### config.mk
export PLATFORM = sky130hd
export DESIGN_NAME = cnt_seq_monitor
export DESIGN_NICKNAME = d
export VERILOG_FILES = /design/src/rtl/cnt_seq_monitor_pkg.sv /design/src/rtl/cnt_seq_monitor_sat_cnt.sv /design/src/rtl/cnt_seq_monitor.sv
export SDC_FILE = /design/constraint.sdc
export NUM_CORES = 1
export LEC_CHECK = 0
export ABC_CLOCK_PERIOD_IN_PS = 7200
export BUFFER_PORTS_ARGS = -buffer_cell sky130_fd_sc_hd__buf_2
export CELL_PAD_IN_SITES_DETAIL_PLACEMENT = 1
export CELL_PAD_IN_SITES_GLOBAL_PLACEMENT = 1
export CORE_AREA = 2 2 59 61
export CTS_CLUSTER_DIAMETER = 50
export CTS_CLUSTER_SIZE = 10
export DETAILED_ROUTE_END_ITERATION = 12
export DIE_AREA = 0 0 61 63
export PLACE_DENSITY = 0.81
export SLEW_MARGIN = 20
export SYNTH_ARGS = -nofsm -noshare
export SYNTH_HDL_FRONTEND = slang
export SYNTH_HIERARCHICAL = 1
export SYNTH_SLANG_ARGS = --single-unit
### constraint.sdc
create_clock -name clk -period 7.2 [get_ports clk]
set_input_delay 0.36 -clock clk [delete_from_list [all_inputs] [get_ports clk]]
set_output_delay 0.36 -clock clk [all_outputs]
set_load 0.02 [all_outputs]
### src/rtl/cnt_seq_monitor_pkg.sv
// Shared types for the count-sequence monitor: FSM state encodings and sample classification.
package cnt_seq_monitor_pkg;

  typedef enum logic [1:0] {
    ST_IDLE   = 2'd0,
    ST_ACQ    = 2'd1,
    ST_LOCKED = 2'd2
  } state_t;

  typedef enum logic [1:0] {
    CMP_GOOD = 2'd0,
    CMP_HOLD = 2'd1,
    CMP_BAD  = 2'd2
  } cmp_t;

  localparam int DEF_CNT_W    = 4;
  localparam int DEF_CNT_MAX  = 15;
  localparam int DEF_LOCK_CNT = 4;
  localparam int DEF_ERR_W    = 8;

endpackage

### src/rtl/cnt_seq_monitor_sat_cnt.sv
// Saturating up-counter with synchronous clear; an increment on the clear edge leaves it at 1.
module cnt_seq_sat_cnt
  import cnt_seq_monitor_pkg::*;
#(
  parameter int ERR_W = DEF_ERR_W
) (
  input  logic             clk,
  input  logic             rst,
  input  logic             i_inc,
  input  logic             i_clr,
  output logic [ERR_W-1:0] o_cnt
);

  logic [ERR_W-1:0] r_cnt;
  logic             w_full;

  assign w_full = (r_cnt == {ERR_W{1'b1}});

  always_ff @(posedge clk or posedge rst) begin
    if (rst) begin
      r_cnt <= '0;
    end else if (i_clr) begin
      r_cnt <= i_inc ? ERR_W'(1) : '0;
    end else if (i_inc && !w_full) begin
      r_cnt <= r_cnt + ERR_W'(1);
    end
  end

  assign o_cnt = r_cnt;

endmodule

### src/rtl/cnt_seq_monitor.sv
// Receive-side checker for a free-running 0..CNT_MAX count bus: locks, flags breaks and wraps.
// Optional first-error capture ports are enabled with CNT_SEQ_MONITOR_ERR_LOG_EN.
module cnt_seq_monitor
  import cnt_seq_monitor_pkg::*;
#(
  parameter int CNT_W    = DEF_CNT_W,
  parameter int CNT_MAX  = DEF_CNT_MAX,
  parameter int LOCK_CNT = DEF_LOCK_CNT,
  parameter int ERR_W    = DEF_ERR_W
) (
  input  logic             clk,
  input  logic             rst,
  input  logic [CNT_W-1:0] cnt_in,
  input  logic             clr,
  output logic             locked,
  output logic             err_pulse,
  output logic             err_sticky,
  output logic [ERR_W-1:0] err_cnt,
  output logic             wrap_pulse,
  output logic [CNT_W-1:0] exp_cnt
`ifdef CNT_SEQ_MONITOR_ERR_LOG_EN
  ,
  output logic [CNT_W-1:0] err_exp,
  output logic [CNT_W-1:0] err_act,
  output logic             err_log_vld
`endif
);

  localparam int               RUN_W    = $clog2(LOCK_CNT + 1);
  localparam logic [RUN_W-1:0] LOCK_RUN = RUN_W'(LOCK_CNT);
  localparam logic [CNT_W-1:0] MAX_V    = CNT_W'(CNT_MAX);
  localparam logic [CNT_W:0]   MAX_EXT  = (CNT_W + 1)'(CNT_MAX);

  function automatic logic [CNT_W-1:0] next_of(input logic [CNT_W-1:0] v);
    return (v == MAX_V) ? '0 : v + CNT_W'(1);
  endfunction

  state_t           r_state, w_state_nxt;
  logic [RUN_W-1:0] r_run, w_run_nxt;
  logic [CNT_W-1:0] r_cnt_q;
  logic [CNT_W-1:0] r_exp_cnt;
  logic             r_err_pulse;
  logic             r_wrap_pulse;
  logic             r_sticky;

  logic [CNT_W-1:0] w_expected;
  logic             w_in_range;
  cmp_t             w_cmp;
  logic             w_err;
  logic             w_wrap;
  logic [ERR_W-1:0] w_err_cnt;

  assign w_expected = next_of(r_cnt_q);
  // Values above CNT_MAX are never legal, even if they repeat or follow a bad value.
  assign w_in_range = ({1'b0, cnt_in} <= MAX_EXT);

  always_comb begin
    w_cmp = CMP_BAD;
    if (w_in_range && (cnt_in == w_expected)) begin
      w_cmp = CMP_GOOD;
    end else if (w_in_range && (cnt_in == r_cnt_q)) begin
      w_cmp = CMP_HOLD;
    end
  end

  always_ff @(posedge clk or posedge rst) begin
    if (rst) begin
      r_state <= ST_IDLE;
      r_run   <= '0;
    end else begin
      r_state <= w_state_nxt;
      r_run   <= w_run_nxt;
    end
  end

  always_comb begin
    w_state_nxt = r_state;
    w_run_nxt   = r_run;
    w_err       = 1'b0;
    w_wrap      = 1'b0;
    case (r_state)
      ST_IDLE: begin
        // First sample only seeds cnt_q; there is nothing to compare against yet.
        w_state_nxt = ST_ACQ;
        w_run_nxt   = '0;
      end
      ST_ACQ: begin
        if (w_cmp == CMP_GOOD) begin
          if ((r_run + RUN_W'(1)) == LOCK_RUN) begin
            w_state_nxt = ST_LOCKED;
            w_run_nxt   = '0;
          end else begin
            w_run_nxt = r_run + RUN_W'(1);
          end
        end else if (w_cmp == CMP_BAD) begin
          w_run_nxt = '0;
        end
      end
      ST_LOCKED: begin
        if (w_cmp == CMP_BAD) begin
          w_err       = 1'b1;
          w_state_nxt = ST_ACQ;
          w_run_nxt   = '0;
        end else if ((w_cmp == CMP_GOOD) && (r_cnt_q == MAX_V)) begin
          w_wrap = 1'b1;
        end
      end
      default: begin
        w_state_nxt = ST_IDLE;
        w_run_nxt   = '0;
      end
    endcase
  end

  always_ff @(posedge clk or posedge rst) begin
    if (rst) begin
      r_cnt_q      <= '0;
      r_exp_cnt    <= '0;
      r_err_pulse  <= 1'b0;
      r_wrap_pulse <= 1'b0;
      r_sticky     <= 1'b0;
    end else begin
      r_cnt_q      <= cnt_in;
      r_exp_cnt    <= next_of(cnt_in);
      r_err_pulse  <= w_err;
      r_wrap_pulse <= w_wrap;
      // A new error on the clear edge must stay visible.
      if (w_err) begin
        r_sticky <= 1'b1;
      end else if (clr) begin
        r_sticky <= 1'b0;
      end
    end
  end

  cnt_seq_sat_cnt #(
    .ERR_W (ERR_W)
  ) u_err_cnt (
    .clk   (clk),
    .rst   (rst),
    .i_inc (w_err),
    .i_clr (clr),
    .o_cnt (w_err_cnt)
  );

`ifdef CNT_SEQ_MONITOR_ERR_LOG_EN
  logic [CNT_W-1:0] r_log_exp;
  logic [CNT_W-1:0] r_log_act;
  logic             r_log_vld;

  // Only the first error after rst/clr is kept; clr on the same edge re-arms and captures it.
  always_ff @(posedge clk or posedge rst) begin
    if (rst) begin
      r_log_exp <= '0;
      r_log_act <= '0;
      r_log_vld <= 1'b0;
    end else if (w_err && (!r_log_vld || clr)) begin
      r_log_exp <= w_expected;
      r_log_act <= cnt_in;
      r_log_vld <= 1'b1;
    end else if (clr) begin
      r_log_exp <= '0;
      r_log_act <= '0;
      r_log_vld <= 1'b0;
    end
  end

  assign err_exp     = r_log_exp;
  assign err_act     = r_log_act;
  assign err_log_vld = r_log_vld;
`endif

  assign locked     = (r_state == ST_LOCKED);
  assign err_pulse  = r_err_pulse;
  assign err_sticky = r_sticky;
  assign err_cnt    = w_err_cnt;
  assign wrap_pulse = r_wrap_pulse;
  assign exp_cnt    = r_exp_cnt;

endmodule

* Word level (Yosys, flattened, before mapping)
Cells that the tools add are included. W data, S select, Z words.
Storage, ports and cells: register bits after elaboration 24, logic and storage cells 54, input bits 7
Cells by class: mux-type cells 22, add/sub/neg operators 4, equal/unequal tests 12, reduce and logical (&&, ||, !) cells 8
Operators with widths (count):
- $mux W8 | 2
- $mux W2 | 5
- $mux W3 | 3
- $add A4 B1 Y4 const B | 2
- $add A8 B1 Y8 const B | 1
- $eq A4 B4 Y1 | 2
- $eq A4 B4 Y1 const B | 2
- $eq A8 B8 Y1 const B | 1
- $mux W1 | 8
- $mux W4 | 2
- $pmux W2 S3 | 1
- $pmux W3 S2 | 1
- $eq A2 B2 Y1 const B | 2
- $logic_not A2 Y1 | 2
- $ne A2 B2 Y1 const B | 2
- $reduce_bool A2 Y1 | 2
- $add A3 B1 Y3 const B | 1
- $eq A3 B3 Y1 const B | 1
- $reduce_and A3 Y1 | 1
- $eq A2 B1 Y1 const B | 1
- $logic_and A1 B1 Y1 | 2
- $ne A2 B1 Y1 const B | 1
- $logic_not A1 Y1 | 1

* Longest topological paths before layout
Gate-level depths: netlist of run 1.
word-level depth 10, gate-level depth with buffers 9, gate-level depth less buffers 9

* Cells and area by module
The synthesis of run 1 kept the hierarchy.
By module, submodules not included:
- cnt_seq_monitor | seq. area each 400.4 µm², area an instance 868.3 µm², times used 1, cells an instance 82
- cnt_seq_sat_cnt | seq. area each 200.2 µm², area an instance 531.8 µm², times used 1, cells an instance 50

* Worst setup path before layout of run 1
No wires, ideal clock.
kind reg2reg, start register r_cnt_q[0], end register u_err_cnt.r_cnt[5] (netlist: u_err_cnt/o_cnt[5]), arrival 2.301 ns, setup slack 4.774 ns, data required time 7.075 ns, cell stages (with the launch flop) 10, period minus slack after synthesis 2.426 ns, cells stage by stage dfrtp_1 > ha_1 > inv_1 > a311oi_1 > xnor2_1 > o21ai_0 > nor2_1 > nand4_2 > a211oi_4 > mux2_4
Between the ends: cells in the longest elaborated chain, start to end 9, elaborated cells on any way between the ends 12
Ends and longest elaborated chain:
- start, declared | line cnt_seq_monitor.sv:40 | logic [CNT_W-1:0] r_cnt_q;
- start signal, assigned | line cnt_seq_monitor.sv:123 | r_cnt_q <= cnt_in;
- $add A4 B1 Y4 or $eq A4 B4 Y1 (tied branches) | line cnt_seq_monitor.sv:35 | return (v == MAX_V) ? '0 : v + CNT_W'(1);
- $mux W4 | line cnt_seq_monitor.sv:35
- $eq A4 B4 Y1 | line cnt_seq_monitor.sv:59 | if (w_in_range && (cnt_in == w_expected)) begin
- $mux W2 (*) | line cnt_seq_monitor.sv:59
- $eq A2 B2 Y1 (*) | line cnt_seq_monitor.sv:100 | if (w_cmp == CMP_BAD) begin
- $mux W1 (*) | line cnt_seq_monitor.sv:100
- $mux W1 (*) | line cnt_seq_monitor.sv:81 | case (r_state)
- net w_err | line cnt_seq_monitor.sv:49 | logic w_err;
- $logic_and A1 B1 Y1 (*) | line cnt_seq_monitor_sat_cnt.sv:24 | end else if (i_inc && !w_full) begin
- $reduce_bool A2 Y1 (no source line) (*)
- end signal, assigned | line cnt_seq_monitor_sat_cnt.sv:23 | r_cnt <= i_inc ? ERR_W'(1) : '0;
- end signal, assigned | line cnt_seq_monitor_sat_cnt.sv:25 | r_cnt <= r_cnt + ERR_W'(1);
- end, declared | line cnt_seq_monitor_sat_cnt.sv:14 | logic [ERR_W-1:0] r_cnt;
The timed path passes the listed nets; every way through them passes the cells marked *. A chain may end at the register's enable or synchronous reset.

* Final worst setup path of run 1
Ends and elaborated chain as after synthesis.

==> impl_metrics.py, run 1 <==
metrics = {
    "finish": {
        "fin_util_pct": 49.5,
        "multiInputGateArea_um2": 747,
        "layout-drive-gt1-share_pct": 24.2,
        "fillCellCount": 379,
        "final_cells": 203,
        "nets": 175,
        "areaGrowthSynthToFinish_pct": 14.2,
        "regArea_um2": 601,
        "n_antenna_cell": 0,
    },
    "power": {
        "ir_worst_vdd_mv": 0.119,
        "total_power_w": 0.000387,
        "clock_power_share_pct": 19.0,
        "p_per_area_mw_per_mm2": 242,
        "power.leakage_nw": 0.759,
        "swShare_pct": 37.8,
        "p_switching_w": 0.000146,
        "p_int_w": 0.000241,
        "p_seq_share_pct": 43.8,
        "power_frac_comb_pct": 37.2,
    },
    "detailed_routing": {
        "remaining_drc_errors": 0,
        "wire_per_inst_um": 15.8,
        "ant_nets": 0,
        "wirelength_um": 3200,
        "first_pass_iters": 4,
        "vias": 1078,
        "drt_iter0_markers": 6,
        "vias_per_cell": 5.31,
    },
    "global_route": {
        "grt_usage_pct": 19.4,
        "grt_pass1_vias": 1135,
        "use_met1_pct": 26.3,
        "grtUsageMet3_pct": 2.90,
        "grt_use_met2_pct": 32.4,
        "antenna_found_initial": 0,
        "grt_overflow": 0,
        "grt_max_degree": 17,
        "grt_first_pass_wirelength_um": 5610,
        "busiest_layer": "met2",
    },
    "clock_network": {
        "cts_root_buffer": "clkbuf_4",
        "cts_sinks": 24,
        "insertion_delay_ns": 0.31,
        "cts-htree-levels": 1,
        "clk_pin_slew_ns": 0.14,
        "cts_setup_buffers": 0,
        "clock_path_buffers": 2,
        "cts_tree": "built",
        "numCtsBuffers": 3,
    },
    "critical_path": {
        "r2r_cells": 9,
        "crit_path_end": "u_err_cnt/o_cnt[5]",
        "crit_fanout": 8,
        "cp-start-kind": "flip-flop",
        "regToRegStartpoint": "r_cnt_q[0]",
        "r2r_slack_ns": 4.43,
        "critPathArrivalTime_ns": 2.99,
        "path_cells": "ha_1 -> inv_1 -> a311oi_1 -> xnor2_1 -> o21ai_0 -> nor2_1 -> nand4_2 -> a211oi_4 -> mux2_4",
        "reg2reg_to": "u_err_cnt/o_cnt[5]",
        "cp_num_buf_inv": 1,
        "path_delay_family": "compound AO/OA/AOI/OAI gates",
        "cp_slowest_cell": "dfrtp_1",
        "worstSetupStartpoint": "r_cnt_q[0]",
        "required_ns": 7.42,
        "crit_path_max_incr_delay_ns": 0.46,
        "path_depth": 9,
        "end_kind": "flip-flop",
        "crit_type": "reg2reg",
    },
    "placed_design": {
        "io_buffers": 22,
        "hpwl_um": 2450,
        "place_congestion": 0.801,
        "dp.cells": 198,
    },
    "hold_path": {
        "hold_path.class": "in2reg",
    },
    "yosys": {
        "ys_seq_area_share_pct": 42.9,
        "ys_types": 41,
        "synthFlopType": "dfrtp_1",
        "synth_edf_count": 0,
        "yosysWarningCount": 6,
        "muxShareOfSynthArea_pct": 5.72,
        "synthAdderAreaFrac_pct": 8.94,
        "synthArstFlopShare_pct": 100,
        "synth-simple-area-share_pct": 16.3,
        "synth_seq_cells": 24,
        "synth_compound_area_share_pct": 16.2,
        "synth_top_family_by_area": "simple AND/OR/NAND/NOR gates",
        "syn_inst": 132,
        "synth_nets": 149,
        "avgSynthCellArea_um2": 10.6,
        "netlist_area_mm2": 0.00140,
        "synth_xor_area_share_pct": 6.26,
    },
    "timing": {
        "skew_ns": 0.00141,
        "tightestPinTransition_ns": 0.619,
        "finalSetupTns_ns": 0,
        "maxSlewViolCount": 0,
        "fin_crit_ns": 2.77,
        "setup_violations": 0,
        "final_hold_viol_count": 0,
        "rsz0062_at_grt": "no",
        "fin_crit_sh_pct": 38.5,
        "max_freq_mhz": 361,
        "slew_headroom_pct": 58.7,
    },
    "floorplanning": {
        "die_x_um": 61,
        "rows": 21,
        "initial_core_util_pct": 43.3,
        "die_height_um": 63,
        "die_area_mm2": 0.00384,
        "pin_count": 23,
        "core_area_mm2": 0.00323,
    },
    "outcome": {
        "outcome": "complete, no violations",
    },
    "run": {
        "drv_cap": 0,
    },
}
-- Yosys cell counts (2+ instances only) --
cell type,n,area [um^2]
a21oi_2,3,26.3
ha_1,10,125
a311oi_1,2,17.5
and4_1,2,17.5
inv_1,10,37.5
nor2b_1,5,31.3
o22ai_1,2,12.5
nand2_1,8,30.0
nand4_1,2,12.5
nor2_1,6,22.5
and3_1,2,12.5
nor3_1,2,10.0
a31oi_1,3,18.8
nand2b_1,2,12.5
nand3_1,4,20.0
o21ai_0,7,35.0
dfrtp_1,24,601
mux2_4,4,60.1
mux2i_1,2,20.0
a21oi_1,3,15.0
xor2_1,2,17.5
xnor2_1,8,70.1
-- worst min path at each step --
| stage | start | to | cells after the start |
|---|---|---|---|
| after floorplan | rst | u_err_cnt/o_cnt[0] | 1 |
| after global placement | rst | u_err_cnt/o_cnt[0] | 2 |
| after detailed placement | rst | u_err_cnt/o_cnt[1] | 2 |
| after CTS | cnt_in[2] | r_cnt_q[2] | 1 |
| after global routing | cnt_in[2] | r_cnt_q[2] | 1 |
| final | cnt_in[2] | r_cnt_q[2] | 1 |
-- worst register-to-register path, delay by kind of cell (launching register included) --
| family | cells | cell delay (ns) |
|---|---|---|
| adders and majority gates | 1 | 0.23 |
| muxes | 1 | 0.32 |
| xor gates and xnor gates | 1 | 0.18 |
| and+or+nand+nor | 2 | 0.64 |
| DFF | 1 | 0.46 |
| AOI/OAI and AO/OA | 3 | 0.74 |
| buffers and inverters | 1 | 0.09 |
-- state kept, by name, indices dropped and copies added (netlist names) --
name and flops:
err_pulse 1, wrap_pulse 1, r_state 2, err_sticky 1, r_run 3, u_err_cnt/o_cnt 8
exp_cnt 4, r_cnt_q 4
-- per-stage QoR --
stage | hold WS [ns] | setup WS, ns | instance area (um^2)
2_1_floorplan | 0.176 | 4.77 | 1400
3_5_place_dp | 0.363 | 4.48 | 1550
6_report | 0.222 | 4.43 | 1600
4_1_cts | 0.211 | 4.42 | 1600
3_3_place_gp | 0.346 | 4.66 | 1550
5_1_grt | 0.202 | 4.21 | 1600
-- cell usage in the layout (no fill, tap or decap), types with 4 or more instances in the layout --
| master | n |
|---|---|
| nor2_1 | 6 |
| ha_1 | 10 |
| buf_2 | 22 |
| mux2_4 | 4 |
| o21ai_0 | 7 |
| nor2b_1 | 5 |
| nand3_1 | 4 |
| nand2_1 | 8 |
| xnor2_1 | 8 |
| inv_1 | 10 |
| dfrtp_1 | 24 |
-- cells by family (layout without fill, tap and decap cells) --
group	count (synthesis)	after routing
AOI/OAI and AO/OA	30	30
buffers and inverters	12	37
adders and majority gates	10	10
DFF	24	24
xor gates and xnor gates	10	10
muxes	6	6
and+or+nand+nor	40	40
-- power by group through the flow --
stage / clock network (W) / registers [W] / logic, W
2_1_floorplan: 0 / 0.000181 / 0.0000933
3_3_place_gp: 0 / 0.000170 / 0.000136
3_5_place_dp: 0 / 0.000173 / 0.000144
4_1_cts: 0.0000760 / 0.000170 / 0.000146
5_1_grt: 0.0000821 / 0.000172 / 0.000163
6_report: 0.0000736 / 0.000169 / 0.000144
-- cell type report --
type / instances / area share, %
Clock buffer: 4 / 2.27
Inverter: 10 / 2.35
Multi-Input combinational cell: 96 / 46.7
Sequential cell: 24 / 37.6
Tap cell: 46 / 3.60
Timing Repair Buffer: 23 / 7.51
-- routing by layer --
metal	vias up	wire length (um)
met1	539	1430
met3	2	83
met4	0	20
met5	-	0
met2	17	1660
li1	520	-
-- repair_timing --
action | CTS | global route
setup endpoints to repair | 0 | 0
gates resized for setup | 0 | 0
endpoints found under the hold margin | 8 | 0
hold buffers | 1 | 0
Power figures use the tool's default switching activity.
==> run 2, diff against run 1 <==
--- a/config.mk
+++ b/config.mk
@@ -5,16 +5,17 @@
 export SDC_FILE = /design/constraint.sdc
 export NUM_CORES = 1
 export LEC_CHECK = 0
-export ABC_CLOCK_PERIOD_IN_PS = 7200
+export ABC_AREA = 1
+export ABC_CLOCK_PERIOD_IN_PS = 2700
 export BUFFER_PORTS_ARGS = -buffer_cell sky130_fd_sc_hd__buf_2
 export CELL_PAD_IN_SITES_DETAIL_PLACEMENT = 1
 export CELL_PAD_IN_SITES_GLOBAL_PLACEMENT = 1
-export CORE_AREA = 2 2 59 61
+export CORE_AREA = 2 2 64 66
 export CTS_CLUSTER_DIAMETER = 50
 export CTS_CLUSTER_SIZE = 10
 export DETAILED_ROUTE_END_ITERATION = 12
-export DIE_AREA = 0 0 61 63
-export PLACE_DENSITY = 0.81
+export DIE_AREA = 0 0 66 68
+export PLACE_DENSITY = 0.78
 export SLEW_MARGIN = 20
 export SYNTH_ARGS = -nofsm -noshare
 export SYNTH_HDL_FRONTEND = slang
==> constraint.sdc (replaced) <==
create_clock -name clk -period 2.7 [get_ports clk]
set_input_delay 0.135 -clock clk [delete_from_list [all_inputs] [get_ports clk]]
set_output_delay 0.135 -clock clk [all_outputs]
set_load 0.02 [all_outputs]
==> run 2 against run 1 <==
Compared with the run above: fmax grew 36%; clock skew grew 0.0036 ns; via count grew 20%; core utilization shrank 4.1 points; non-clock buffer count is the same; sequential power grew to 2.7 times the previous value; count of clock-buffer cells in the layout shrank 1; critical endpoint is now u_err_cnt/o_cnt[2]; largest cell class unchanged; largest power group unchanged; highest routed layer unchanged.
==> impl_metrics.py, run 2 <==
metrics = {
    "timing": {
        "rsz0062_at_grt": "no",
        "slew_headroom_pct": 56.7,
        "setup_violations": 0,
        "fin_crit_sh_pct": 75.6,
        "tightestPinTransition_ns": 0.649,
        "fin_crit_ns": 2.04,
        "final_hold_viol_count": 0,
        "maxSlewViolCount": 0,
        "skew_ns": 0.00500,
        "finalSetupTns_ns": 0,
        "max_freq_mhz": 490,
    },
    "critical_path": {
        "path_cells": "ha_1 -> nand3_1 -> nand2_1 -> nand2_1 -> nand2_2 -> nor2_4 -> nand2_4 -> nand3_1 -> inv_1 -> nand2_4 -> nand2_4 -> nand2_1 -> nand2_1",
        "worstSetupStartpoint": "r_cnt_q[0]",
        "cp-start-kind": "flip-flop",
        "crit_fanout": 9,
        "end_kind": "flip-flop",
        "required_ns": 2.86,
        "crit_path_max_incr_delay_ns": 0.44,
        "critPathArrivalTime_ns": 2.20,
        "cp_slowest_cell": "dfrtp_1",
        "regToRegStartpoint": "r_cnt_q[0]",
        "cp_num_buf_inv": 1,
        "path_delay_family": "simple AND/OR/NAND/NOR gates",
        "crit_type": "reg2reg",
        "crit_top_cell": "nand2_1",
    },
    "yosys": {
        "syn_inst": 186,
        "netlist_area_mm2": 0.00150,
        "yosysMostFrequentCell": "nand2_1",
        "synthTopCellsByCount": "nand2_1 (37), nand3_1 (30), dfrtp_1 (24), inv_1 (24)",
        "synthFlopType": "dfrtp_1",
        "synthTopCellsByArea": "dfrtp_1 (40%), nand3_1 (10%), nand2_1 (9.2%)",
        "synth_top_cell_area_share_pct": 40.0,
        "synth_seq_cells": 24,
        "synth_edf_count": 0,
        "yosysWarningCount": 6,
        "ys_types": 23,
        "avgSynthCellArea_um2": 8.08,
        "ys_seq_area_share_pct": 40.0,
        "synth_nets": 203,
        "yosysTopAreaCell": "dfrtp_1",
        "synthArstFlopShare_pct": 100,
    },
    "floorplanning": {
        "die_x_um": 66,
        "initial_core_util_pct": 39.0,
        "pin_count": 23,
        "die_area_mm2": 0.00449,
        "core_area_mm2": 0.00386,
        "rows": 23,
        "die_height_um": 68,
    },
    "finish": {
        "nets": 230,
        "final_cell_mix": "nand2_1 (37), nand3_1 (30), inv_1 (24), dfrtp_1 (24), buf_2 (22)",
        "largest_reg_flops": 8,
        "areaGrowthSynthToFinish_pct": 16.4,
        "fin_area_mm2": 0.00175,
        "fillCellCount": 513,
        "n_antenna_cell": 0,
        "layout_commonest_cell": "nand2_1",
        "layout-drive-gt1-share_pct": 23.6,
        "fin_util_pct": 45.4,
    },
    "power": {
        "power.leakage_nw": 0.934,
        "p_per_area_mw_per_mm2": 657,
        "ir_worst_vdd_mv": 0.369,
    },
    "clock_network": {
        "cts_root_buffer": "clkbuf_8",
        "cts_setup_buffers": 0,
        "cts_tree": "built",
        "insertion_delay_ns": 0.27,
        "clock_path_buffers": 2,
        "numCtsBuffers": 3,
        "clk_pin_slew_ns": 0.09,
        "cts_sinks": 24,
        "cts-htree-levels": 1,
    },
    "global_route": {
        "grt_first_pass_wirelength_um": 6110,
        "antenna_found_initial": 0,
        "grt_pass1_vias": 1307,
        "grt_max_degree": 17,
        "grt_usage_pct": 17.6,
        "grt_overflow": 0,
    },
    "detailed_routing": {
        "wire_per_inst_um": 13.2,
        "wirelength_um": 3470,
        "vias_per_cell": 4.95,
        "drt_iter0_markers": 77,
        "first_pass_iters": 4,
        "vias": 1296,
        "ant_nets": 0,
        "remaining_drc_errors": 0,
    },
    "outcome": {
        "outcome": "complete, no violations",
    },
    "placed_design": {
        "place_area_mm2": 0.00167,
        "hpwl_um": 2680,
        "place_congestion": 0.785,
        "io_buffers": 22,
    },
    "hold_path": {
        "hold_path.class": "in2reg",
        "worstHoldStart": "cnt_in[1]",
    },
    "run": {
        "drv_cap": 0,
    },
}
[run 2: changes by cell type after synthesis, moves of 5 or more]
cell,previous run,this run
inv_1,10,24
nand2_1,8,37
nand2_2,0,9
nand2_4,0,5
nand3_1,4,30
nor2b_1,5,0
xnor2_1,8,3
[run 2: worst register-to-register path, stage by stage (launching register included)]
cell,delay (ns)
dfrtp_1,0.44
ha_1,0.28
nand3_1,0.16
nand2_1,0.07
nand2_1,0.07
nand2_2,0.07
nor2_4,0.16
nand2_4,0.09
nand3_1,0.10
inv_1,0.12
nand2_4,0.15
nand2_4,0.07
nand2_1,0.09
nand2_1,0.06
[run 2: what timing repair did]
item	in CTS	in global routing
gates resized for setup	0	0
hold endpoints to repair	24	0
hold buffers	1	0
[run 2: stage by stage]
| step | cells | hold WS (ns) | setup WS, ns | power (W) |
|---|---|---|---|---|
| floorplan | 186 | -0.0493 | 0.937 | 0.000724 |
| finish | 262 | 0.0480 | 0.660 | 0.00115 |
| detailed placement | 257 | 0.114 | 0.732 | 0.000843 |
| global placement | 257 | 0.114 | 0.776 | 0.000824 |
| CTS | 262 | 0.0393 | 0.659 | 0.00117 |
| global route | 262 | 0.0357 | 0.469 | 0.00124 |
[run 2: kinds of logic (layout without fill, tap and decap cells)]
group           after synthesis  in the layout  share of synthesized area (%)
fa+ha+maj                    10             10                           8.33
simple gates                102            102                           35.0
xor+xnor                      6              6                           3.50
compound gates               16             16                           6.00
flops                        24             24                           40.0
buf+inv                      28             54                           7.24
[run 2: area by class of cell]
class	instances	area, um^2	share of cell area, %
repair buffers	23	120	6.87
well taps	50	62.6	3.58
clock inverters	1	30.0	1.72
inverters	27	101	5.79
clock buffers	3	41.3	2.36
multi-input cells	134	793	45.4
flip-flops and latches	24	601	34.3
[run 2: final timing paths]
path                                      end  slack, ns  cells after the start
max                        u_err_cnt/o_cnt[2]       0.66                     13
min                                r_cnt_q[1]       0.05                      1
max reg2reg                u_err_cnt/o_cnt[2]       0.66                     13
min reg2reg                        err_sticky       0.56                      2
max in group asynchronous          err_sticky       1.77                      3
min in group asynchronous  u_err_cnt/o_cnt[5]       0.36                      3
[run 2: per-layer routing]
metal	up-vias	global-route usage, %	share of wire, %
met5	-	0	0
met4	0	5.36	1.1
met3	4	2.47	3.0
met2	19	28.5	48
met1	628	24.6	48
li1	645	-	-
[run 2: power by group]
group / switching [W] / internal [W] / leakage (nW)
Combinational: 0.000250 / 0.000129 / 0.588
Clock: 0.000117 / 0.000198 / 0.0357
Sequential: 0.0000476 / 0.000407 / 0.311
Total: 0.000415 / 0.000735 / 0.934
